`src/rtl/simple_cpu_sequencer.sv`:
```
// Multi-cycle fetch/decode/execute/writeback controller driving cpu_top from a synchronous instruction memory.
// Optional latched ALU flags are built only when SEQ_FLAGS_EN is defined.
module simple_cpu_sequencer #(
    parameter int unsigned DATA_WIDTH  = 16,
    parameter int unsigned PC_WIDTH    = 8,
    parameter int unsigned INSTR_WIDTH = 32
) (
    input  logic                   clk,
    input  logic                   reset,
    input  logic                   start,
    input  logic [PC_WIDTH-1:0]    start_pc,
    output logic [PC_WIDTH-1:0]    imem_addr,
    input  logic [INSTR_WIDTH-1:0] imem_data,
    input  logic [DATA_WIDTH-1:0]  alu_result,
    input  logic                   alu_cout,
    output logic                   reg_write_enable,
    output logic [2:0]             reg_read_addr1,
    output logic [2:0]             reg_read_addr2,
    output logic [2:0]             reg_write_addr,
    output logic [DATA_WIDTH-1:0]  reg_write_data,
    output logic                   b_source_select,
    output logic                   alu_cin,
    output logic                   alu_mode,
    output logic [3:0]             alu_sel,
    output logic [DATA_WIDTH-1:0]  alu_b_imm,
    output logic                   busy,
    output logic                   done,
    output logic [PC_WIDTH-1:0]    pc,
    output logic                   flag_carry,
    output logic                   flag_zero
);

    typedef enum logic [2:0] {IDLE, FETCH, DECODE, EXEC, WB, DONE} state_e;
    typedef enum logic [1:0] {OP_RR, OP_RI, OP_LDI, OP_HALT} opcode_e;

    state_e                  state_q;
    logic [PC_WIDTH-1:0]     pc_q;
    logic [INSTR_WIDTH-1:0]  instr_q;
    logic [DATA_WIDTH-1:0]   result_q;
    logic                    busy_q;
    logic                    done_q;
    logic                    we_q;

    opcode_e                 op;
    opcode_e                 fetched_op;
    logic                    ctrl_active;
    logic [DATA_WIDTH-1:0]   imm_ext;

    assign op          = opcode_e'(instr_q[31:30]);
    assign fetched_op  = opcode_e'(imem_data[31:30]);
    assign ctrl_active = (state_q == EXEC) || (state_q == WB);
    assign imm_ext     = DATA_WIDTH'(instr_q[15:0]);

    always_ff @(posedge clk or negedge reset) begin
        if (!reset) begin
            state_q  <= IDLE;
            pc_q     <= '0;
            instr_q  <= '0;
            result_q <= '0;
            busy_q   <= 1'b0;
            done_q   <= 1'b0;
            we_q     <= 1'b0;
        end else begin
            case (state_q)
                IDLE: begin
                    if (start) begin
                        pc_q    <= start_pc;
                        busy_q  <= 1'b1;
                        state_q <= FETCH;
                    end
                end
                FETCH: state_q <= DECODE;
                DECODE: begin
                    instr_q <= imem_data;
                    if (fetched_op == OP_HALT) begin
                        busy_q  <= 1'b0;
                        done_q  <= 1'b1;
                        state_q <= DONE;
                    end else begin
                        state_q <= EXEC;
                    end
                end
                EXEC: begin
                    result_q <= (op == OP_LDI) ? imm_ext : alu_result;
                    we_q     <= 1'b1;
                    state_q  <= WB;
                end
                WB: begin
                    // result register doubles as the write-data driver, so it is cleared once the write is issued
                    we_q     <= 1'b0;
                    result_q <= '0;
                    pc_q     <= pc_q + PC_WIDTH'(1);
                    state_q  <= FETCH;
                end
                DONE: begin
                    done_q  <= 1'b0;
                    state_q <= IDLE;
                end
                default: state_q <= IDLE;
            endcase
        end
    end

    assign imem_addr        = pc_q;
    assign pc               = pc_q;
    assign busy             = busy_q;
    assign done             = done_q;
    assign reg_write_enable = we_q;
    assign reg_write_data   = result_q;

    assign reg_read_addr1  = ctrl_active ? instr_q[20:18] : '0;
    assign reg_read_addr2  = (ctrl_active && op == OP_RR) ? instr_q[2:0] : '0;
    assign reg_write_addr  = ctrl_active ? instr_q[23:21] : '0;
    assign b_source_select = ctrl_active && (op == OP_RI);
    assign alu_cin         = ctrl_active & instr_q[24];
    assign alu_mode        = ctrl_active & instr_q[25];
    assign alu_sel         = ctrl_active ? instr_q[29:26] : '0;
    assign alu_b_imm       = ctrl_active ? imm_ext : '0;

`ifdef SEQ_FLAGS_EN
    logic flag_carry_q;
    logic flag_zero_q;
    logic unused_bits;

    always_ff @(posedge clk or negedge reset) begin
        if (!reset) begin
            flag_carry_q <= 1'b0;
            flag_zero_q  <= 1'b0;
        end else if (state_q == IDLE && start) begin
            flag_carry_q <= 1'b0;
            flag_zero_q  <= 1'b0;
        end else if (state_q == EXEC && (op == OP_RR || op == OP_RI)) begin
            flag_carry_q <= alu_cout;
            flag_zero_q  <= (alu_result == '0);
        end
    end

    assign flag_carry  = flag_carry_q;
    assign flag_zero   = flag_zero_q;
    assign unused_bits = ^instr_q[17:16];
`else
    logic unused_bits;

    assign flag_carry  = 1'b0;
    assign flag_zero   = 1'b0;
    assign unused_bits = ^{instr_q[17:16], alu_cout};
`endif

endmodule

```
`config.mk`:
```
export PLATFORM = sky130hd
export DESIGN_NAME = simple_cpu_sequencer
export DESIGN_NICKNAME = d
export VERILOG_FILES = /design/src/rtl/simple_cpu_sequencer.sv
export SDC_FILE = /design/constraint.sdc
export NUM_CORES = 1
export LEC_CHECK = 0
export CAP_MARGIN = 40
export CELL_PAD_IN_SITES_DETAIL_PLACEMENT = 0
export CELL_PAD_IN_SITES_GLOBAL_PLACEMENT = 1
export CORE_MARGIN = 2
export CORE_UTILIZATION = 32
export DETAILED_ROUTE_END_ITERATION = 10
export HOLD_SLACK_MARGIN = 0.12
export PLACE_DENSITY = 0.84
export SYNTH_ARGS = -nofsm -noshare
export SYNTH_HDL_FRONTEND = slang
export SYNTH_SLANG_ARGS = --single-unit
```
`constraint.sdc`:
```
create_clock -name clk -period 2.2 [get_ports clk]
set_input_delay 0.55 -clock clk [delete_from_list [all_inputs] [get_ports clk]]
set_output_delay 0.55 -clock clk [all_outputs]
set_load 0.02 [all_outputs]
```
After elaboration in Yosys (flattened, before gate mapping)
Cells that the tools add are included.
Widths: inputs -> output; s select.
{"block": "classes", "n_reduce_logical": 12, "muxes": 18, "bitwise": 2, "eq_ne": 10, "add_sub_neg": 1}
{"cell": "$mux 16", "n": 2}
{"cell": "$pmux 16 s2", "n": 1}
{"cell": "$pmux 8 s2", "n": 1}
{"cell": "$mux 3", "n": 5}
{"cell": "$pmux 3 s5", "n": 1}
{"cell": "$add 8x1->8 const B", "n": 1}
{"cell": "$mux 8", "n": 1}
{"cell": "$reduce_bool 2->1", "n": 4}
{"cell": "$eq 3x2->1 const B", "n": 2}
{"cell": "$eq 3x3->1 const B", "n": 2}
{"cell": "$pmux 1 s2", "n": 3}
{"cell": "$eq 2x2->1 const B", "n": 2}
{"cell": "$mux 4", "n": 1}
{"cell": "$ne 2x2->1 const B", "n": 2}
{"cell": "$reduce_and 2->1", "n": 2}
{"cell": "$eq 3x1->1 const B", "n": 1}
{"cell": "$logic_not 3->1", "n": 1}
{"cell": "$mux 1", "n": 3}
{"cell": "$reduce_and 3->1", "n": 1}
{"cell": "$and 1x1->1", "n": 2}
{"cell": "$eq 2x1->1 const B", "n": 1}
{"cell": "$logic_and 1x1->1", "n": 2}
{"cell": "$logic_not 2->1", "n": 1}
{"cell": "$logic_or 1x1->1", "n": 1}
{"block": "word_totals", "regBits": 62, "elab_cells": 50}

Longest topological paths before layout
{"block": "logic_depth", "ltp_word": 4, "mapped_depth": 7, "depth_no_buf": 5}

Least setup slack after synthesis
No wires, ideal clock.
{"block": "synth_timing", "path_type": "register to output", "from": "register state_q[2]", "to": "output reg_read_addr2[0]", "setup_slack_ps": -203, "stages_incl_launch_ff": 7, "arrival_time_ps": 1853, "required_ps": 1650, "cell_sequence": "dfrtp_1 > buf_2 > nand3b_4 > a21boi_2 > buf_6 > buf_6 > nor4b_1"}
{"block": "synth_via", "elab_chain_len": 4}
{"item": "start, declared", "line": "36", "rtl": "state_e state_q;"}
{"item": "start signal, assigned", "line": "56", "rtl": "state_q <= IDLE;"}
{"item": "start signal, assigned", "line": "69", "rtl": "state_q <= FETCH;"}
{"item": "start signal, assigned", "line": "72", "rtl": "FETCH: state_q <= DECODE;"}
{"item": "$eq 3x2->1 or $eq 3x3->1 (tied branches)", "line": "51", "rtl": "assign ctrl_active = (state_q == EXEC) || (state_q == WB);"}
{"item": "$logic_or 1x1->1 (*)", "line": "51"}
{"item": "$logic_and 1x1->1 (*)", "line": "112", "rtl": "assign reg_read_addr2 = (ctrl_active && op == OP_RR) ? instr_q[2:0] : '0;"}
{"item": "$mux 3 (*)", "line": "112"}
{"item": "end, declared", "line": "18", "rtl": "output logic [2:0] reg_read_addr2,"}
Every way passes the cells marked *; elsewhere a longest branch is shown, timed or not.

Worst setup path in the final report
{"block": "layout_timing", "from": "register state_q[0]", "to": "output reg_read_addr2[0]"}
Same word-level chain as after synthesis.

==> flow_metrics.tcl <==
set metrics [dict create \
    status "finished clean" \
    drive_gt1_share_pct 24.94 \
    combPwrFrac_pct 55.1 \
    cp_max_fo 4 \
    antenna_cells 0 \
    dieArea_um2 10090 \
    drt-initial-drc-count 43 \
    wl_um 8294 \
    p_leak_uw 0.002060 \
    rrSetupSlack_ns 0.40 \
    drt_pass1_iterations 4 \
    seq_power_share_pct 29.5 \
    grt_overflow 0 \
    die_height_um 100.4 \
    hpwlAfterDp_um 5742 \
    gr-usage-met3_pct 5.084 \
    netSwitchingPower_uw 2870 \
    synth_seq_cells 60 \
    endpoint_kind "output port" \
    postSynthAreaPerCell_um2 11.10 \
    start_util_pct 32.66 \
    place_ws_ns -0.2458 \
    finalSetupViolCount 0 \
    io_buffers 123 \
    num_vias 2523 \
    yosys_warnings 0 \
    cts_tree "built" \
    gr-max-usage-layer "met2" \
    synth_edf_count 0 \
    p_per_area_nw_per_um2 1536 \
    fmax_mhz 455.5 \
    gp_congestion 0.7736 \
    clkSinkCount 60 \
    final.setup.tns_ns 0 \
    antenna_found_initial 0 \
    critPathArrivalTime_ns 1.65 \
    design.core.area_um2 9109 \
    ys_seq_area_share_pct 50.46 \
    area_growth_pct 58.62 \
    r2r-start "state_q[0]" \
    finalClockSkew_ns 0.008868 \
    grtUsageMet2_pct 27.77 \
    ir_drop_mv 0.7585 \
    worstSkewPairLatency_ns 0.34 \
    post-route-min-period_ns 2.195 \
    rsz0062_at_grt "true" \
    drc_errors 0 \
    grt_pass1_vias 2627 \
    switching_share_pct 39.60 \
    power_frac_clock_pct 15.4 \
    holdBufCountCts 0 \
    nets 469 \
    startpoint_type "flip-flop" \
    cts.clk_slew.worst_paths_ns 0.07 \
    period_share_pct 99.79 \
    wl_per_cell_um 15.83 \
    grtUsageMet1_pct 21.02 \
    ioPinCount 129 \
    synth_flop_cell "dfrtp_1" \
    grt_max_degree 43 \
    startpoint "state_q[0]" \
    track_usage_pct 16.76 \
    total_power_uw 7247 \
    slew_viol_final 0 \
    ys_types 40 \
    crit_path_end "reg_read_addr2[0]" \
    syn_area_um2 2975 \
    cts_root_buffer "clkbuf_8" \
    fp-row-count 35 \
    grt_pass1_wl_um 13210 \
    setup_ws_ns 0.004676 \
    p_int_uw 4377 \
    final_hold_viol_count 0 \
    async_reset_ff_share_pct 100.0 \
    fillerInstances 853 \
    drv_cap 0 \
    clockBufferDepth 2 \
    required_ns 1.65 \
    syn_inst 268 \
    ant_nets 0 \
    reg2reg_depth 5 \
    die_w_um 100.4 \
    r2r_end "instr_q[9]" \
    cts_buffers 9 \
    h-tree-depth 3 \
    via_per_inst 4.815 \
    criticalPathCategory "reg -> out" \
    hold_path.class "in -> async" \
]
metal layers:
layer / vias to the layer above / share of wire (%)
met5: - / 0
met1: 1233 / 44
met4: 0 / 1.2
met2: 76 / 49
met3: 9 / 6.1
li1: 1205 / -
sequential cells by signal (all words and copies together), names as in the netlist:
register	cells
imem_addr	8
done	1
busy	1
state_q	3
reg_write_data	16
reg_write_enable	1
instr_q	30
final cells by class:
cell class | count | area, um2 | area share [%]
inverters | 3 | 11.26 | 0.2386
well taps | 111 | 138.9 | 2.943
multi-input cells | 179 | 1393 | 29.51
clock inverters | 6 | 87.58 | 1.856
repair buffers | 155 | 1448 | 30.67
flip-flops and latches | 60 | 1504 | 31.87
clock buffers | 10 | 137.6 | 2.916
power groups by stage:
| stage | Sequential (uW) | Clock [uW] | Combinational [uW] |
|---|---|---|---|
| after floorplan | 2250 | 0 | 2010 |
| after global placement | 2080 | 0 | 3620 |
| after detailed placement | 2110 | 0 | 3670 |
| after CTS | 2120 | 1140 | 3800 |
| after global routing | 2230 | 1200 | 4300 |
| final | 2140 | 1110 | 4000 |
repair_timing:
| item | CTS | global route |
|---|---|---|
| setup buffers | 10 | 3 |
| pin swaps | 0 | 4 |
| gates resized for setup | 157 | 32 |
| cloned | 1 | 0 |
| setup endpoints to repair | 32 | 25 |
worst max-delay path: stages, from the launching register on:
cell	delay [ns]
dfrtp_2	0.45
nor2_4	0.20
a21boi_4	0.12
nor4b_4	0.34
buf_4	0.20
kinds of logic after synthesis:
| group | share of synthesized area, % |
|---|---|
| buffers and inverters | 6.854 |
| other | 0.1260 |
| flip-flops | 50.46 |
| multiplexers | 17.07 |
| AO/OA/AOI/OAI | 9.504 |
| AND/OR/NAND/NOR | 15.56 |
| adder cells (fa/ha/maj) | 0.4205 |
cells in the final DEF, fill, tap and decap left out, drive strengths merged, types with 2 or more instances in the layout:
cell type | synthesis | routed
nand4 | 2 | 2
nor4b | 3 | 3
dfrtp | 60 | 60
or2 | 2 | 2
o21ai | 18 | 18
o22ai | 6 | 6
buf | 24 | 65
clkdlybuf4s50 | 0 | 90
nor2 | 6 | 6
a21oi | 7 | 7
a21boi | 1 | 2
bufinv | 0 | 2
nor2b | 31 | 31
mux2 | 30 | 30
inv | 3 | 3
nor3 | 3 | 3
nand2 | 22 | 22
clkbuf | 4 | 10
o22a | 4 | 4
conb | 1 | 2
a211oi | 2 | 2
nand3 | 6 | 6
clkinvlp | 0 | 3
and3 | 4 | 4
mux2i | 17 | 17
worst min path at each step:
| stage | startpoint | to | slack [ns] | depth (start not counted) |
|---|---|---|---|---|
| after detailed placement | instr_q[18] | instr_q[18] | 0.47 | 1 |
| after floorplan | reset | busy | 0.25 | 0 |
| after CTS | reset | instr_q[3] | 0.17 | 1 |
| final | reset | instr_q[3] | 0.17 | 1 |
| after global routing | reset | instr_q[4] | 0.19 | 1 |
| after global placement | instr_q[25] | instr_q[25] | 0.46 | 1 |
stage by stage:
| stage | cell area, um2 | hold slack [ns] | util, % | cells |
|---|---|---|---|---|
| floorplan | 2984 | 0.2544 | - | 269 |
| global placement | 4335 | 0.4593 | 47.60 | 494 |
| detailed placement | 4335 | 0.4666 | 47.60 | 494 |
| CTS | 4578 | 0.1657 | 50.26 | 521 |
| global route | 4720 | 0.1856 | 51.81 | 524 |
| finish | 4720 | 0.1713 | 51.81 | 524 |
Yosys cell counts (2+ instances only):
cell type,number,share of area [%]
nor2_1,6,0.76
nor4b_1,3,0.88
and3_1,4,0.84
buf_4,11,2.8
dfrtp_1,60,50
mux2_1,29,11
nand3_1,6,1.0
clkbuf_1,4,0.50
o22a_1,4,1.2
o21ai_0,8,1.3
o22ai_1,6,1.3
buf_2,7,1.2
a21oi_1,7,1.2
o21ai_1,10,1.7
nand4_1,2,0.42
nor2b_1,31,6.5
mux2i_1,17,5.7
nor3_1,3,0.50
buf_6,5,1.9
nand2_1,22,2.8
a211oi_1,2,0.50
inv_1,3,0.38
(Power assumes the default switching activity.)
